<file path="src/rtl/ms_flash_loader.sv">
// Boot loader that copies a length-prefixed flash image into CPU ROM on a DBIO LOAD and reports status.
// Latency: ROM write 1 cycle after each flash ack; backpressure: one outstanding read, AFlRdReq held until ack.
module ms_flash_loader #(
    parameter logic [11:0] CBaseAddr   = 12'h100,
    parameter logic [23:0] CFlBase     = 24'h000000,
    parameter int          CRomAddrLen = 12,
    parameter int          CTimeout    = 1023
) (
    input  logic                   AClkH,
    input  logic                   AResetH,
    input  logic                   AClkHEn,
    input  logic [11:0]            ADbioAddr,
    input  logic [63:0]            ADbioMosi,
    input  logic [3:0]             ADbioMosiIdx,
    output logic                   ALdrActive,
    output logic [23:0]            AFlAddr,
    output logic                   AFlRdReq,
    input  logic                   AFlRdAck,
    input  logic [31:0]            AFlRdData,
    output logic [CRomAddrLen-1:0] ARomAddr,
    output logic [31:0]            ARomWrData,
    output logic                   ARomWrEn,
    output logic [7:0]             AStatus
);

    localparam logic [2:0] SIdle   = 3'd0;
    localparam logic [2:0] SHdrReq = 3'd1;
    localparam logic [2:0] SDatReq = 3'd2;
    localparam logic [2:0] SDrain  = 3'd3;
    localparam logic [2:0] SErr    = 3'd4;

    localparam int                     CWaitW    = $clog2(CTimeout + 1);
    localparam logic [CWaitW-1:0]      CWaitLast = CWaitW'(CTimeout - 1);
    localparam logic [CRomAddrLen:0]   CRomWords = {1'b1, {CRomAddrLen{1'b0}}};

    logic [2:0]             state;
    logic [CRomAddrLen:0]   wordCnt;
    logic [CRomAddrLen-1:0] romPtr;
    logic [CWaitW-1:0]      waitCnt;
    logic                   cmdVld;
    logic                   cmdLoad;
    logic                   cmdAbort;
    logic                   ackVld;
    logic                   timedOut;
    logic [15:0]            hdrLen;
    logic                   hdrBadMagic;
    logic                   hdrOversize;
    logic [2:0]             errCode;
    logic                   unusedMosi;

    assign cmdVld      = (ADbioMosiIdx != 4'd0) && (ADbioAddr == CBaseAddr);
    assign cmdLoad     = cmdVld && (ADbioMosi[7:0] == 8'h01);
    assign cmdAbort    = cmdVld && (ADbioMosi[7:0] == 8'h02);
    assign ackVld      = AFlRdReq && AFlRdAck;
    assign timedOut    = AFlRdReq && !AFlRdAck && (waitCnt == CWaitLast);
    assign hdrLen      = AFlRdData[15:0];
    assign hdrBadMagic = AFlRdData[31:16] != 16'hA55A;
    assign hdrOversize = 32'(hdrLen) > 32'(CRomWords);
    assign ALdrActive  = state != SIdle;
    assign unusedMosi  = ^ADbioMosi[63:8];

    // Abort outranks everything, so an ack landing with it is simply dropped.
    always_comb begin
        errCode = 3'd0;
        if ((state == SHdrReq || state == SDatReq || state == SDrain) && cmdAbort)
            errCode = 3'd4;
        else if (state == SHdrReq && ackVld && hdrBadMagic)
            errCode = 3'd1;
        else if (state == SHdrReq && ackVld && hdrOversize)
            errCode = 3'd2;
        else if ((state == SHdrReq || state == SDatReq) && timedOut)
            errCode = 3'd3;
    end

    always_ff @(posedge AClkH) begin
        if (AResetH) begin
            state      <= SIdle;
            AFlAddr    <= '0;
            AFlRdReq   <= 1'b0;
            ARomAddr   <= '0;
            ARomWrData <= '0;
            ARomWrEn   <= 1'b0;
            AStatus    <= '0;
            wordCnt    <= '0;
            romPtr     <= '0;
            waitCnt    <= '0;
        end else if (AClkHEn) begin
            ARomWrEn <= 1'b0;
            waitCnt  <= (AFlRdReq && !AFlRdAck) ? waitCnt + CWaitW'(1) : '0;
            if (errCode != 3'd0) begin
                AStatus[2:0] <= errCode;
                AFlRdReq     <= 1'b0;
                state        <= SErr;
            end else begin
                case (state)
                    SIdle: begin
                        if (cmdLoad) begin
                            AStatus  <= '0;
                            AFlAddr  <= CFlBase;
                            AFlRdReq <= 1'b1;
                            state    <= SHdrReq;
                        end
                    end
                    SHdrReq: begin
                        if (ackVld) begin
                            AFlRdReq <= 1'b0;
                            if (hdrLen == 16'd0) begin
                                AStatus[7] <= 1'b1;
                                state      <= SIdle;
                            end else begin
                                wordCnt <= (CRomAddrLen + 1)'(hdrLen);
                                AFlAddr <= AFlAddr + 24'd1;
                                romPtr  <= '0;
                                state   <= SDatReq;
                            end
                        end
                    end
                    SDatReq: begin
                        if (ackVld) begin
                            ARomWrData <= AFlRdData;
                            ARomAddr   <= romPtr;
                            ARomWrEn   <= 1'b1;
                            romPtr     <= romPtr + CRomAddrLen'(1);
                            AFlAddr    <= AFlAddr + 24'd1;
                            wordCnt    <= wordCnt - (CRomAddrLen + 1)'(1);
                            AFlRdReq   <= 1'b0;
                            if (wordCnt == (CRomAddrLen + 1)'(1))
                                state <= SDrain;
                        end else if (!AFlRdReq) begin
                            AFlRdReq <= 1'b1;
                        end
                    end
                    SDrain: begin
                        AStatus[7] <= 1'b1;
                        state      <= SIdle;
                    end
                    SErr: begin
                        AStatus[6] <= 1'b1;
                        state      <= SIdle;
                    end
                    default: state <= SIdle;
                endcase
            end
        end
    end

endmodule

</file>
<file path="config.mk">
export PLATFORM = sky130hd
export DESIGN_NAME = ms_flash_loader
export DESIGN_NICKNAME = d
export VERILOG_FILES = /design/src/rtl/ms_flash_loader.sv
export SDC_FILE = /design/constraint.sdc
export NUM_CORES = 1
export LEC_CHECK = 0
export CELL_PAD_IN_SITES_DETAIL_PLACEMENT = 2
export CELL_PAD_IN_SITES_GLOBAL_PLACEMENT = 2
export CORE_ASPECT_RATIO = 1.2
export CORE_UTILIZATION = 23
export DETAILED_ROUTE_END_ITERATION = 8
export PLACE_DENSITY_LB_ADDON = 0.1
export SETUP_SLACK_MARGIN = 0.1
export SLEW_MARGIN = 10
export SYNTH_ARGS = -nofsm -noshare
export SYNTH_HDL_FRONTEND = slang
export SYNTH_SLANG_ARGS = --single-unit
</file>
<file path="constraint.sdc">
create_clock -name AClkH -period 2.7 [get_ports AClkH]
set_clock_uncertainty 0.1 [all_clocks]
set_input_delay 0.54 -clock AClkH [delete_from_list [all_inputs] [get_ports AClkH]]
set_output_delay 0.54 -clock AClkH [all_outputs]
set_load 0.005 [all_outputs]
</file>
==> results.sh, run 1 <==
export IMPL_syn_avg_cell_area_um2=8.14
export IMPL_via_count=6568
export IMPL_num_fill_cells=2701
export IMPL_max_slew_worst_pin_slew_ns=0.791
export IMPL_p_int_mw=3.54
export IMPL_cts_max_level=4
export IMPL_place_area_mm2=0.00793
export IMPL_syn_area_mm2=0.00574
export IMPL_drc=0
export IMPL_place_gp_congestion=0.778
export IMPL_cts_buffers=17
export IMPL_postCtsHoldBufs=0
export IMPL_synth_top_area_share=0.394
export IMPL_cp_arrival_ns=2.82
export IMPL_rows=63
export IMPL_ys_ff_latch=113
export IMPL_power_density_mw_per_mm2=483
export IMPL_num_io_pins=195
export IMPL_clk_path_buf_depth=2
export IMPL_cts_tree="yes"
export IMPL_min_period_ns=2.63
export IMPL_power_mw=4.56
export IMPL_vias_per_cell=5.22
export IMPL_use_met1=0.219
export IMPL_async_flop_share=0
export IMPL_cap_violations=0
export IMPL_grt_max_degree=50
export IMPL_regArea_mm2=0.00226
export IMPL_critPathLaunchType="primary input"
export IMPL_postRouteWirelength_um=25300
export IMPL_use_met3=0.0431
export IMPL_fmax_mhz=380
export IMPL_relSlewSlack=0.472
export IMPL_yosysSeqAreaShare=0.394
export IMPL_worst_setup_path_end_kind="register"
export IMPL_dieArea_mm2=0.0256
export IMPL_yosysMostFrequentCell="dfxtp_1"
export IMPL_ant_nets=0
export IMPL_worstPathMaxFanout=7
export IMPL_clk_latency_ns=0.43
export IMPL_crit_start="ADbioMosiIdx[3]"
export IMPL_synth_edff_count=0
export IMPL_grt_pass1_vias=7265
export IMPL_synth_ff_type="dfxtp_1"
export IMPL_slew_violations=0
export IMPL_area_growth_syn_to_layout_pct=64.3
export IMPL_synthCells=705
export IMPL_die_w_um=146
export IMPL_detailed_place_hpwl_um=17000
export IMPL_setup_viol=0
export IMPL_hp_class="primary input to register"
export IMPL_synth_top_cells_by_count="dfxtp_1 (113), a21oi_1 (85), nand3_1 (62)"
export IMPL_p_seq_frac=0.366
export IMPL_clock_power_share=0.561
export IMPL_diodes=0
export IMPL_p_sw_mw=1.02
export IMPL_antenna_found_initial=0
export IMPL_firstDrtPassIters=6
export IMPL_met2_usage=0.355
export IMPL_yosysUniqueCellTypes=72
export IMPL_grt_busiest_layer="met2"
export IMPL_drive_gt1_frac=0.232
export IMPL_fin_crit_sh=0.976
export IMPL_finalHoldViolCount=0
export IMPL_rsz0062_at_grt="yes"
export IMPL_clock_root_buffer="clkbuf_16"
export IMPL_initial_core_util=0.233
export IMPL_yosys_warnings=0
export IMPL_multi_input_area_mm2=0.00360
export IMPL_core_area_mm2=0.0246
export IMPL_criticalPathCategory="primary input to register"
export IMPL_path_clk_slew_ns=0.06
export IMPL_p_leak_nw=3.39
export IMPL_peakVddDrop_mv=0.412
export IMPL_final_cell_area_mm2=0.00943
export IMPL_status="completed"
export IMPL_synth_area_leaders="dfxtp_1 (39%), a21oi_1 (7.4%), nand3_1 (5.4%), o21ai_0 (4.8%), o31ai_1 (3.5%)"
export IMPL_clkSinkCount=113
export IMPL_crit_required_ns=2.88
export IMPL_grt_use_total=0.193
export IMPL_worstReg2RegStart="state[1]"
export IMPL_whs_ns=0.334
export IMPL_synth_top_cell_by_area="dfxtp_1"
export IMPL_wl_per_cell_um=20.1
export IMPL_drt_iter0_drc=296
export IMPL_io_buffers=135
export IMPL_nets=1043
export IMPL_r2r_setup_slack_ns=0.20
export IMPL_switching_share=0.224
export IMPL_p_comb_frac=0.073
export IMPL_die_y_um=175
export IMPL_gr_total_overflow=0
export IMPL_hp_start="AFlRdData[29]"
export IMPL_grt_first_pass_wirelength_um=39400
-- path summary, 6_finish.rpt --
path                     to  cells after the start
max reg2reg       romPtr[9]                      7
min reg2reg      AStatus[6]                      2
max               romPtr[4]                      8
min          ARomWrData[29]                      3
-- sequential cells by signal, summed over array words and instances, names as in the netlist, 3 cells and up --
register and count:
ARomWrData 32, AFlAddr 24, wordCnt 13, ARomAddr 12, romPtr 12, waitCnt 10
AStatus 5, state 3
-- metal layers --
metal  share of wire  vias up
met5               0        -
met4           0.016        0
met3           0.043       27
met2            0.52      153
met1            0.42     3310
li1                -     3078
-- power groups by stage --
stage	logic [mW]	clock network [mW]	registers (mW)
3_3_place_gp	0.264	0	1.71
6_report	0.332	2.56	1.67
2_1_floorplan	0.0912	0	1.71
5_1_grt	0.352	2.67	1.67
4_1_cts	0.285	2.61	1.67
3_5_place_dp	0.271	0	1.71
-- layout by cell type, fill, tap and decap left out, types with 11 or more instances in the layout --
cell type	netlist	final
or3_1	19	18
nor3_1	23	20
dfxtp_1	113	112
buf_4	5	91
clkbuf_16	0	20
or4_1	18	11
nor2_1	43	43
o31ai_1	27	19
clkdlybuf4s50_1	0	112
nand3_1	62	62
o21ai_1	3	35
nand4_1	16	16
a21oi_1	85	80
o21ai_0	55	21
dlymetal6s2s_1	0	22
nand2_1	38	34
inv_1	17	17
-- cells by family (layout without fill, tap and decap cells) --
family          after synthesis  after routing  synth area share
mux                          11             11            0.0196
xor+xnor                      9              9            0.0137
flops                       113            113             0.394
compound gates              216            216             0.228
buf+inv                      72            296            0.0571
other cells                   1              3          0.000653
fa+ha+maj                     6              6            0.0131
simple gates                277            279             0.273
-- final cells by class --
type / instances / area share
Clock buffer: 21 / 0.0499
Clock inverter: 10 / 0.0192
Inverter: 17 / 0.00676
Multi-Input combinational cell: 524 / 0.381
Sequential cell: 113 / 0.240
Tap cell: 325 / 0.0431
Timing Repair Buffer: 248 / 0.260
-- worst max-delay path: stages --
cell and delay, ns:
clkdlybuf4s50_1 0.40, or4_4 0.55, nand4_4 0.14, or3_4 0.22
nand4_4 0.24, buf_6 0.23, o31ai_1 0.33, a21oi_1 0.14
-- stage by stage --
stage / utilization / instances / setup WS, ns / TNS, ns
3_5_place_dp: 0.322 / 1198 / -0.575 / -47.64
5_1_grt: 0.384 / 1258 / 0.0104 / 0
6_report: 0.384 / 1258 / 0.0654 / 0
3_3_place_gp: 0.322 / 1198 / -0.506 / -39.89
2_1_floorplan: - / 707 / 0.111 / 0
4_1_cts: 0.357 / 1238 / 0.0648 / 0
-- what timing repair did --
item                       in CTS  in global routing
gates resized for setup        27                118
cloned                          3                  4
pin swaps                      10                 27
setup endpoints to repair      94                102
setup buffers                   6                 17
Power figures use the tool's default switching activity.
==> inputs of run 2 (changes only) <==
--- a/config.mk
+++ b/config.mk
@@ -10,6 +10,7 @@
 export CORE_ASPECT_RATIO = 1.2
 export CORE_UTILIZATION = 23
 export DETAILED_ROUTE_END_ITERATION = 8
+export MAX_ROUTING_LAYER = met4
 export PLACE_DENSITY_LB_ADDON = 0.1
 export SETUP_SLACK_MARGIN = 0.1
 export SLEW_MARGIN = 10
==> run 2 against run 1 <==
Compared with the run above:
- register-to-register slack barely moved
- count of clock-buffer cells in the layout stayed put
- sequential share of layout area is 0.15 points higher
- cell count unchanged
- global-route usage grew 0.62 points
- clock power about the same
- via count is 0.72% lower
- final area fell by 0.64%
- hold slack worse by 0.0013 ns
- die area stayed put
- critical path depth stayed put
==> results.sh, run 2 (synthesis gave the netlist of run 1 again) <==
export IMPL_clock_root_buffer="clkbuf_16"
export IMPL_detailed_place_hpwl_um=17000
export IMPL_path_clk_slew_ns=0.06
export IMPL_postCtsHoldBufs=0
export IMPL_p_int_mw=3.54
export IMPL_hp_class="primary input to register"
export IMPL_switching_share=0.222
export IMPL_io_buffers=135
export IMPL_vias_per_cell=5.18
export IMPL_power_mw=4.55
export IMPL_power_density_mw_per_mm2=485
export IMPL_die_w_um=146
export IMPL_critPathLaunchType="primary input"
export IMPL_setup_viol=0
export IMPL_mostFrequentLayoutCells="clkdlybuf4s50_1 (119), dfxtp_1 (112), buf_4 (93)"
export IMPL_final_common_cell="clkdlybuf4s50_1"
export IMPL_rows=63
export IMPL_cts_buffers=17
export IMPL_cap_violations=0
export IMPL_fin_crit_sh=0.960
export IMPL_crit_required_ns=2.91
export IMPL_cp_arrival_ns=2.80
export IMPL_p_sw_mw=1.01
export IMPL_tns_ns=0
export IMPL_place_gp_congestion=0.789
export IMPL_drive_gt1_frac=0.225
export IMPL_slew_violations=0
export IMPL_num_fill_cells=2716
export IMPL_min_period_ns=2.59
export IMPL_post_route_worst_setup_slack_ns=0.107
export IMPL_clkSinkCount=113
export IMPL_core_area_mm2=0.0246
export IMPL_peakVddDrop_mv=0.413
export IMPL_status="completed"
export IMPL_p_leak_nw=3.31
export IMPL_drt_iter0_drc=245
export IMPL_grt_max_degree=50
export IMPL_postRouteWirelength_um=25100
export IMPL_clock_power_share=0.560
export IMPL_area_growth_syn_to_layout_pct=63.3
export IMPL_firstDrtPassIters=4
export IMPL_grt_pass1_vias=7253
export IMPL_drc=0
export IMPL_max_slew_worst_pin_slew_ns=0.818
export IMPL_utilization=0.381
export IMPL_dieArea_mm2=0.0256
export IMPL_ant_nets=0
export IMPL_reg_largest_list="ARomWrData: 32 flops, AFlAddr: 24 flops, wordCnt: 13 flops"
export IMPL_cts_tree="yes"
export IMPL_regMostFlops="ARomWrData"
export IMPL_relSlewSlack=0.454
export IMPL_nets=1043
export IMPL_gr_total_overflow=0
export IMPL_dp_slack_ns=-0.575
export IMPL_clk_path_buf_depth=2
export IMPL_rsz0062_at_grt="yes"
export IMPL_diodes=0
export IMPL_worst_setup_path_end_kind="register"
export IMPL_grt_first_pass_wirelength_um=39300
export IMPL_antenna_found_initial=0
export IMPL_clk_latency_ns=0.43
export IMPL_initial_core_util=0.233
export IMPL_criticalPathCategory="primary input to register"
export IMPL_wl_per_cell_um=19.9
export IMPL_regArea_mm2=0.00226
export IMPL_finalHoldViolCount=0
export IMPL_multi_input_area_mm2=0.00358
export IMPL_largest_reg_flops=32
export IMPL_grt_use_total=0.200
export IMPL_cts_max_level=4
export IMPL_via_count=6521
export IMPL_num_io_pins=195
export IMPL_die_y_um=175
export IMPL_p_comb_frac=0.072
export IMPL_worstPathMaxFanout=7
export IMPL_p_seq_frac=0.368
export IMPL_fmax_mhz=386
## run 2: cell count changes in the layout (fill, tap and decap cells not counted), moves of 2 or more
cell	before	now
dlymetal6s2s_1	22	15
o21ai_1	35	31
clkdlybuf4s50_1	112	119
a21oi_2	5	3
a21oi_1	80	82
o31ai_2	7	4
buf_4	91	93
o21ai_0	21	25
o31ai_1	19	22
## run 2: layer usage
metal | share of wire | GRT usage | up-vias
met5 | 0 | - | -
met4 | 0.017 | 0.0690 | 0
met3 | 0.038 | 0.0376 | 26
met2 | 0.52 | 0.354 | 144
met1 | 0.42 | 0.222 | 3271
li1 | - | - | 3080
## run 2: layout make-up
class	instances	area share
Inverter	17	0.00681
Clock buffer	21	0.0502
Multi-Input combinational cell	524	0.381
Timing Repair Buffer	248	0.257
Clock inverter	10	0.0194
Tap cell	325	0.0434
Sequential cell	113	0.241
## run 2: final timing paths
| kind | from | endpoint | slack (ns) | cells after the start |
|---|---|---|---|---|
| hold reg to reg | AStatus[6] | AStatus[6] | 0.37 | 2 |
| setup / recovery | ADbioMosi[0] | state[1] | 0.11 | 8 |
| setup reg to reg | state[1] | state[1] | 0.21 | 8 |
| hold / removal | AFlRdData[29] | ARomWrData[29] | 0.33 | 3 |
## run 2: power groups by stage
| stage | Combinational [mW] | Clock [mW] | Sequential [mW] |
|---|---|---|---|
| global placement | 0.264 | 0 | 1.71 |
| floorplan | 0.0912 | 0 | 1.71 |
| finish | 0.327 | 2.55 | 1.67 |
| CTS | 0.285 | 2.61 | 1.67 |
| global route | 0.347 | 2.67 | 1.67 |
| detailed placement | 0.271 | 0 | 1.71 |
## run 2: metrics by stage
stage	instance area, um2	hold slack, ns	instances
6_report	9370	0.333	1258
4_1_cts	8790	0.369	1238
3_5_place_dp	7930	0.356	1198
3_3_place_gp	7930	0.351	1198
5_1_grt	9370	0.332	1258
2_1_floorplan	5750	0.349	707
## run 2: worst max-delay path, cell delays in order
cell,delay (ns)
clkdlybuf4s50_1,0.45
or4b_4,0.53
or3_4,0.47
buf_4,0.18
nand4_1,0.13
buf_6,0.15
a211oi_1,0.07
mux2_2,0.28
## run 2: what timing repair did
item | in CTS | in global routing
resized for setup | 27 | 102
pin swaps | 10 | 26
setup buffers | 6 | 17
cloned | 3 | 4
endpoints found under the setup margin | 94 | 102
